$ cat config.mk
export PLATFORM = sky130hd
export DESIGN_NAME = fa_bist_flat
export DESIGN_NICKNAME = d
export VERILOG_FILES = /design/src/rtl/fa_bist_if.sv /design/src/rtl/fa_bist.sv /design/src/flat_wrapper.sv
export SDC_FILE = /design/constraint.sdc
export NUM_CORES = 1
export LEC_CHECK = 0
export ABC_AREA = 1
export BUFFER_PORTS_ARGS = -buffer_cell sky130_fd_sc_hd__buf_2
export CAP_MARGIN = 20
export CORE_MARGIN = 2
export CORE_UTILIZATION = 54
export CTS_CLUSTER_SIZE = 30
export DETAILED_ROUTE_END_ITERATION = 10
export PLACE_DENSITY = 0.75
export SLEW_MARGIN = 10
export SYNTH_ARGS = -nofsm -noshare
export SYNTH_HDL_FRONTEND = slang
export SYNTH_SLANG_ARGS = --single-unit
$ cat constraint.sdc
create_clock -name clk -period 3.77 [get_ports clk]
set_input_delay 0.754 -clock clk [delete_from_list [all_inputs] [get_ports clk]]
set_output_delay 0.754 -clock clk [all_outputs]
set_load 0.02 [all_outputs]
$ cat src/rtl/fa_bist_if.sv
// Stimulus/response link between the fa_bist sequencer and the full adder under test.
interface fa_bist_if;
   logic dut_a;
   logic dut_b;
   logic dut_cin;
   logic dut_s;
   logic dut_cout;

   modport master (output dut_a, output dut_b, output dut_cin, input dut_s, input dut_cout);
   modport slave  (input dut_a, input dut_b, input dut_cin, output dut_s, output dut_cout);
endinterface

$ cat src/rtl/fa_bist.sv
// Exhaustive 8-vector self-test sequencer for a single full adder, all outputs registered.
// Optional per-vector failure bitmap port enabled with macro FA_BIST_FAILMAP_EN.
module fa_bist #(
   parameter int unsigned SETTLE = 2,
   parameter bit          LOOP   = 1'b0
) (
   input  logic       clk,
   input  logic       rst,
   input  logic       start,
   fa_bist_if.master  fa,
   output logic       busy,
   output logic       done,
   output logic       pass,
   output logic [3:0] err_cnt,
   output logic [2:0] first_fail,
   output logic       first_fail_vld
`ifdef FA_BIST_FAILMAP_EN
   ,
   output logic [7:0] fail_map
`endif
);

   typedef enum logic [2:0] {
      S_IDLE  = 3'd0,
      S_APPLY = 3'd1,
      S_WAIT  = 3'd2,
      S_CHECK = 3'd3,
      S_DONE  = 3'd4
   } state_t;

   localparam logic [3:0] SETTLE_M1 = (SETTLE > 0) ? 4'(SETTLE - 1) : 4'd0;

   state_t     state_r, state_s;
   logic [2:0] vec_r, vec_s;
   logic [3:0] wait_r, wait_s;
   logic [2:0] dut_vec_r, dut_vec_s;
   logic       busy_r, busy_s;
   logic       done_r, done_s;
   logic       pass_r, pass_s;
   logic [3:0] err_r, err_s;
   logic [2:0] ff_r, ff_s;
   logic       ffv_r, ffv_s;
   logic       exp_sum_s, exp_cout_s, mismatch_s;
`ifdef FA_BIST_FAILMAP_EN
   logic [7:0] map_r, map_s;
`endif

   // Reference full-adder response for the vector currently on the pins.
   always_comb begin
      exp_sum_s  = ^vec_r;
      exp_cout_s = (vec_r[2] & vec_r[1]) | (vec_r[2] & vec_r[0]) | (vec_r[1] & vec_r[0]);
      mismatch_s = (fa.dut_s != exp_sum_s) || (fa.dut_cout != exp_cout_s);
   end

   // Next-state, result bookkeeping and next registered output values.
   always_comb begin
      state_s = state_r;
      vec_s   = vec_r;
      wait_s  = wait_r;
      pass_s  = pass_r;
      err_s   = err_r;
      ff_s    = ff_r;
      ffv_s   = ffv_r;
`ifdef FA_BIST_FAILMAP_EN
      map_s   = map_r;
`endif
      case (state_r)
         S_IDLE: begin
            if (start) begin
               state_s = S_APPLY;
               vec_s   = 3'd0;
               wait_s  = 4'd0;
               pass_s  = 1'b0;
               err_s   = 4'd0;
               ff_s    = 3'd0;
               ffv_s   = 1'b0;
`ifdef FA_BIST_FAILMAP_EN
               map_s   = 8'h00;
`endif
            end else begin
               state_s = S_IDLE;
            end
         end
         S_APPLY: begin
            wait_s = 4'd0;
            if (SETTLE == 0) begin
               state_s = S_CHECK;
            end else begin
               state_s = S_WAIT;
            end
         end
         S_WAIT: begin
            if (wait_r == SETTLE_M1) begin
               state_s = S_CHECK;
               wait_s  = 4'd0;
            end else begin
               wait_s  = wait_r + 4'd1;
            end
         end
         S_CHECK: begin
            if (mismatch_s) begin
               err_s = err_r + 4'd1;
`ifdef FA_BIST_FAILMAP_EN
               map_s[vec_r] = 1'b1;
`endif
               if (!ffv_r) begin
                  ff_s  = vec_r;
                  ffv_s = 1'b1;
               end else begin
                  ff_s  = ff_r;
               end
            end else begin
               err_s = err_r;
            end
            if (vec_r == 3'd7) begin
               state_s = S_DONE;
               pass_s  = (err_s == 4'd0);
            end else begin
               state_s = S_APPLY;
               vec_s   = vec_r + 3'd1;
            end
         end
         S_DONE: begin
            if (LOOP) begin
               state_s = S_APPLY;
               vec_s   = 3'd0;
               pass_s  = 1'b0;
               err_s   = 4'd0;
               ff_s    = 3'd0;
               ffv_s   = 1'b0;
`ifdef FA_BIST_FAILMAP_EN
               map_s   = 8'h00;
`endif
            end else begin
               state_s = S_IDLE;
            end
         end
         default: begin
            state_s = S_IDLE;
            vec_s   = 3'd0;
            wait_s  = 4'd0;
         end
      endcase

      busy_s    = (state_s == S_APPLY) || (state_s == S_WAIT) || (state_s == S_CHECK);
      done_s    = (state_s == S_DONE);
      dut_vec_s = busy_s ? vec_s : 3'd0;
   end

   // State and registered outputs; reset abandons any sweep without a done pulse.
   always_ff @(posedge clk) begin
      if (rst) begin
         state_r   <= S_IDLE;
         vec_r     <= 3'd0;
         wait_r    <= 4'd0;
         dut_vec_r <= 3'd0;
         busy_r    <= 1'b0;
         done_r    <= 1'b0;
         pass_r    <= 1'b0;
         err_r     <= 4'd0;
         ff_r      <= 3'd0;
         ffv_r     <= 1'b0;
`ifdef FA_BIST_FAILMAP_EN
         map_r     <= 8'h00;
`endif
      end else begin
         state_r   <= state_s;
         vec_r     <= vec_s;
         wait_r    <= wait_s;
         dut_vec_r <= dut_vec_s;
         busy_r    <= busy_s;
         done_r    <= done_s;
         pass_r    <= pass_s;
         err_r     <= err_s;
         ff_r      <= ff_s;
         ffv_r     <= ffv_s;
`ifdef FA_BIST_FAILMAP_EN
         map_r     <= map_s;
`endif
      end
   end

   assign fa.dut_a       = dut_vec_r[2];
   assign fa.dut_b       = dut_vec_r[1];
   assign fa.dut_cin     = dut_vec_r[0];
   assign busy           = busy_r;
   assign done           = done_r;
   assign pass           = pass_r;
   assign err_cnt        = err_r;
   assign first_fail     = ff_r;
   assign first_fail_vld = ffv_r;
`ifdef FA_BIST_FAILMAP_EN
   assign fail_map       = map_r;
`endif

endmodule

$ cat src/flat_wrapper.sv
// flat-port wrapper written by rule: the top's interface ports become plain ports
module fa_bist_flat 
#(
   parameter int unsigned SETTLE = 2,
   parameter bit          LOOP   = 1'b0
)
  (clk, rst, start, busy, done, pass, err_cnt, first_fail, first_fail_vld, fa_dut_a, fa_dut_b, fa_dut_cin, fa_dut_s, fa_dut_cout);
  fa_bist_if fa_i ();
  input  logic clk;
  input  logic rst;
  input  logic start;
  output logic busy;
  output logic done;
  output logic pass;
  output logic [3:0] err_cnt;
  output logic [2:0] first_fail;
  output logic first_fail_vld;
  output wire logic [$bits(fa_i.dut_a)-1:0] fa_dut_a;
  output wire logic [$bits(fa_i.dut_b)-1:0] fa_dut_b;
  output wire logic [$bits(fa_i.dut_cin)-1:0] fa_dut_cin;
  input wire logic [$bits(fa_i.dut_s)-1:0] fa_dut_s;
  input wire logic [$bits(fa_i.dut_cout)-1:0] fa_dut_cout;
  assign fa_dut_a = fa_i.dut_a;
  assign fa_dut_b = fa_i.dut_b;
  assign fa_dut_cin = fa_i.dut_cin;
  assign fa_i.dut_s = fa_dut_s;
  assign fa_i.dut_cout = fa_dut_cout;
  fa_bist #(.SETTLE(SETTLE), .LOOP(LOOP)) u_core (.clk(clk), .rst(rst), .start(start), .fa(fa_i), .busy(busy), .done(done), .pass(pass), .err_cnt(err_cnt), .first_fail(first_fail), .first_fail_vld(first_fail_vld));
endmodule
==> results.py <==
metrics = {
    "placement": {
        "port_buffers": 18,
        "globalplace.congestion": 0.856,
        "hpwlAfterDp_mm": 1.83,
    },
    "setup_path": {
        "crit_type": "reg2reg",
        "critical_path_arrival_ns": 2.20,
        "register_to_register_setup_slack_ns": 1.78,
        "crit_path_top_delay_cell": "fa_1",
        "critical_path.cell_chain": "inv_1 -> fa_1 -> inv_1 -> nand2_1 -> nand2_1 -> nand2_1 -> a31oi_1 -> a21oi_1 -> nor2_1",
        "number_of_cells_on_the_worst_reg_to_reg_path": 9,
        "worst_setup_path_start_kind": "flip-flop",
        "cpMostUsedCell": "nand2_1",
        "r2r-start": "u_core.vec_r[0]",
        "worst-path-max-fanout": 6,
        "cp-end-kind": "flip-flop",
        "cp.required_ns": 3.98,
        "crit_path_max_incr_delay_ns": 0.55,
        "worstReg2RegEnd": "u_core.first_fail[0]",
    },
    "sta": {
        "clock_skew_ns": 0.00585,
        "worst_hold_slack_ns": 0.494,
        "slew_headroom_pct": 81.0,
        "period_share_pct": 52.8,
        "timing.setup.tns_ns": 0,
        "fmax_achieved_ghz": 0.502,
        "finalSetupViolations": 0,
        "final_max_slew_viol_count": 0,
        "rsz0062_at_grt": "no",
        "tightest_slew_ns": 0.283,
        "final_period_minus_worst_setup_slack_ns": 1.99,
        "report.final.hold_viol_count": 0,
    },
    "power_and_ir_drop": {
        "power.clock.fraction_pct": 33.9,
        "vdd_drop_max_mv": 0.297,
        "share_seq_of_total_power_pct": 50.3,
        "share_comb_of_total_power_pct": 15.8,
        "intPower_uw": 401,
        "cellPowerDensity_nw_per_um2": 396,
        "leakage_power_summed_over_all_cells_uw": 0.000673,
        "power.switching_fraction_pct": 26.2,
        "p_sw_uw": 142,
    },
    "route": {
        "number_of_drc_violations_after_detailed_routing": 0,
        "routed_via_density": 5.10,
        "route.antenna.remaining_nets": 0,
        "routed-via-count": 1091,
        "drt_iter0_drc": 19,
        "postRouteWirelength_mm": 2.35,
        "dr.pass1.iters": 4,
        "route.detailed.wl_per_inst_um": 11.0,
    },
    "final_layout": {
        "multi_input_comb_area_um2": 609,
        "layout_commonest_cell": "nand2_1",
        "commonest_cells_after_routing_fill_and_taps_aside": "nand2_1, inv_1, dfxtp_1, nor2_1, buf_2",
        "layout.nets": 197,
        "fillCellCount": 204,
        "antenna-diode-count": 0,
        "post_route_cells_drive_above_1_share_pct": 18.8,
        "final_core_util_pct": 63.8,
        "area_growth_pct": 14.5,
        "area.sequential_um2": 480,
    },
    "logic_synthesis": {
        "ys_warn_count": 0,
        "synth_area_um2": 1200,
        "synthDominantCellAreaShare_pct": 40.1,
        "yosys.cell_types.count": 28,
        "syn_avg_cell_area_um2": 7.26,
        "postSynthCellCount": 165,
        "post-synth-top-area-cell": "dfxtp_1",
        "synthTopCellsByArea": "dfxtp_1, nand2_1, inv_1",
        "net_count_after_synthesis": 175,
        "synth_seq_area_share_pct": 40.1,
        "yosys_register_bits": 24,
    },
    "floorplanning": {
        "placeableCoreArea_um2": 2150,
        "die_area_um2": 2610,
        "die_w_um": 51.1,
        "design.portCount": 19,
        "die_span_in_y_um": 51.1,
        "core.rowCount": 17,
        "initial_core_utilization_pct": 55.7,
    },
    "grt": {
        "globalRoute.totalOverflow": 0,
        "via_count_of_the_first_global_routing_pass": 994,
        "antenna_found_initial": 0,
        "grt_pass1_wl_mm": 4.03,
        "grt.total_usage_pct": 20.5,
        "maximum_number_of_pins_on_one_net_before_global_route_repair": 15,
    },
    "outcome": {
        "status": "complete, no violations",
    },
    "clock_tree": {
        "cts_tree": "yes",
        "h-tree-depth": 1,
        "clock_transition_at_the_registers_of_the_reported_paths_ns": 0.13,
        "clk_root_buffer_cell": "clkbuf_4",
        "cts_setup_buffers": 0,
        "clk_path_buf_depth": 2,
        "worstSkewPairLatency_ns": 0.31,
        "numCtsBuffers": 3,
        "cts-hold-fix-buffers": 0,
        "cts.sinks": 24,
        "postCtsResizedCells": 0,
    },
    "hold_path": {
        "min_delay_worst_endpoint": "u_core.pass",
        "min-delay-start": "u_core.pass",
        "hold_path_depth": 2,
        "min-delay-path-class": "reg2reg",
    },
    "flow_run": {
        "cap_viol_max_count": 0,
    },
}
==> Yosys cell counts, drive strengths merged <==
cell type,count
nor3b,2
nand3,12
nor2,24
nor3,2
a21oi,9
dfxtp,24
nand2,42
fa,1
xor2,1
o211ai,1
or2,1
clkbuf,1
inv,27
nand4,1
o21ai,9
a211oi,2
a31oi,1
ha,4
o21bai,1
==> cell families after synthesis <==
group,share of synthesized area (%)
AND/OR/NAND/NOR,31.6
buffers and inverters,8.99
flip-flops,40.1
AO/OA/AOI/OAI,12.7
adder cells (fa/ha/maj),5.85
XOR/XNOR,0.732
==> flip-flops by register name, summed over array words and instances (netlist names) <==
name / flops
u_core.busy: 1
u_core.done: 1
u_core.err_cnt: 4
u_core.first_fail: 3
u_core.vec_r: 3
u_core.dut_vec_r: 3
u_core.pass: 1
u_core.state_r: 3
u_core.first_fail_vld: 1
u_core.wait_r: 4
==> worst max-delay path, delay by kind of cell (launching register included) <==
| kind | cells | cell delay (ns) |
|---|---|---|
| adders and majority gates | 1 | 0.55 |
| AOI/OAI and AO/OA | 2 | 0.35 |
| and+or+nand+nor | 4 | 0.44 |
| DFF | 1 | 0.43 |
| buffers and inverters | 2 | 0.13 |
==> worst max path at each step <==
stage                         start                   end  slack, ns  cells after the start
global placement    u_core.vec_r[0]  u_core.first_fail[0]       1.87                      9
detailed placement  u_core.vec_r[0]  u_core.first_fail[0]       1.85                      9
floorplan           u_core.vec_r[0]           u_core.pass       2.04                     11
global route        u_core.vec_r[0]  u_core.first_fail[2]       1.62                     10
finish              u_core.vec_r[0]  u_core.first_fail[0]       1.78                      9
CTS                 u_core.vec_r[0]  u_core.first_fail[0]       1.81                      9
==> per-layer routing <==
metal	GRT usage (%)	share of wire, %	vias to the layer above
met1	26.4	47	501
met2	33.3	49	27
met4	9.46	0.72	0
met3	3.51	3.8	2
li1	-	-	561
met5	0	0	-
==> cell type report <==
class | instances | share of cell area, %
Tap cell | 28 | 2.55
Sequential cell | 24 | 35.0
Clock buffer | 3 | 1.64
Clock inverter | 1 | 2.19
Timing Repair Buffer | 18 | 6.57
Inverter | 27 | 7.57
Multi-Input combinational cell | 113 | 44.4
==> stage by stage <==
stage | setup slack, ns | cell area, um^2 | total power [uW] | cells
floorplan | 2.04 | 1200 | 342 | 165
global placement | 1.87 | 1320 | 361 | 210
detailed placement | 1.85 | 1320 | 364 | 210
CTS | 1.81 | 1370 | 550 | 214
global route | 1.62 | 1370 | 570 | 214
finish | 1.78 | 1370 | 543 | 214
==> power by group through the flow <==
stage	sequential [uW]	clock, uW	combinational [uW]
floorplan	286	0	56.1
global route	275	199	96.8
finish	273	184	85.9
detailed placement	278	0	85.4
CTS	273	191	86.6
global placement	278	0	83.4
(Power assumes the default switching activity.)
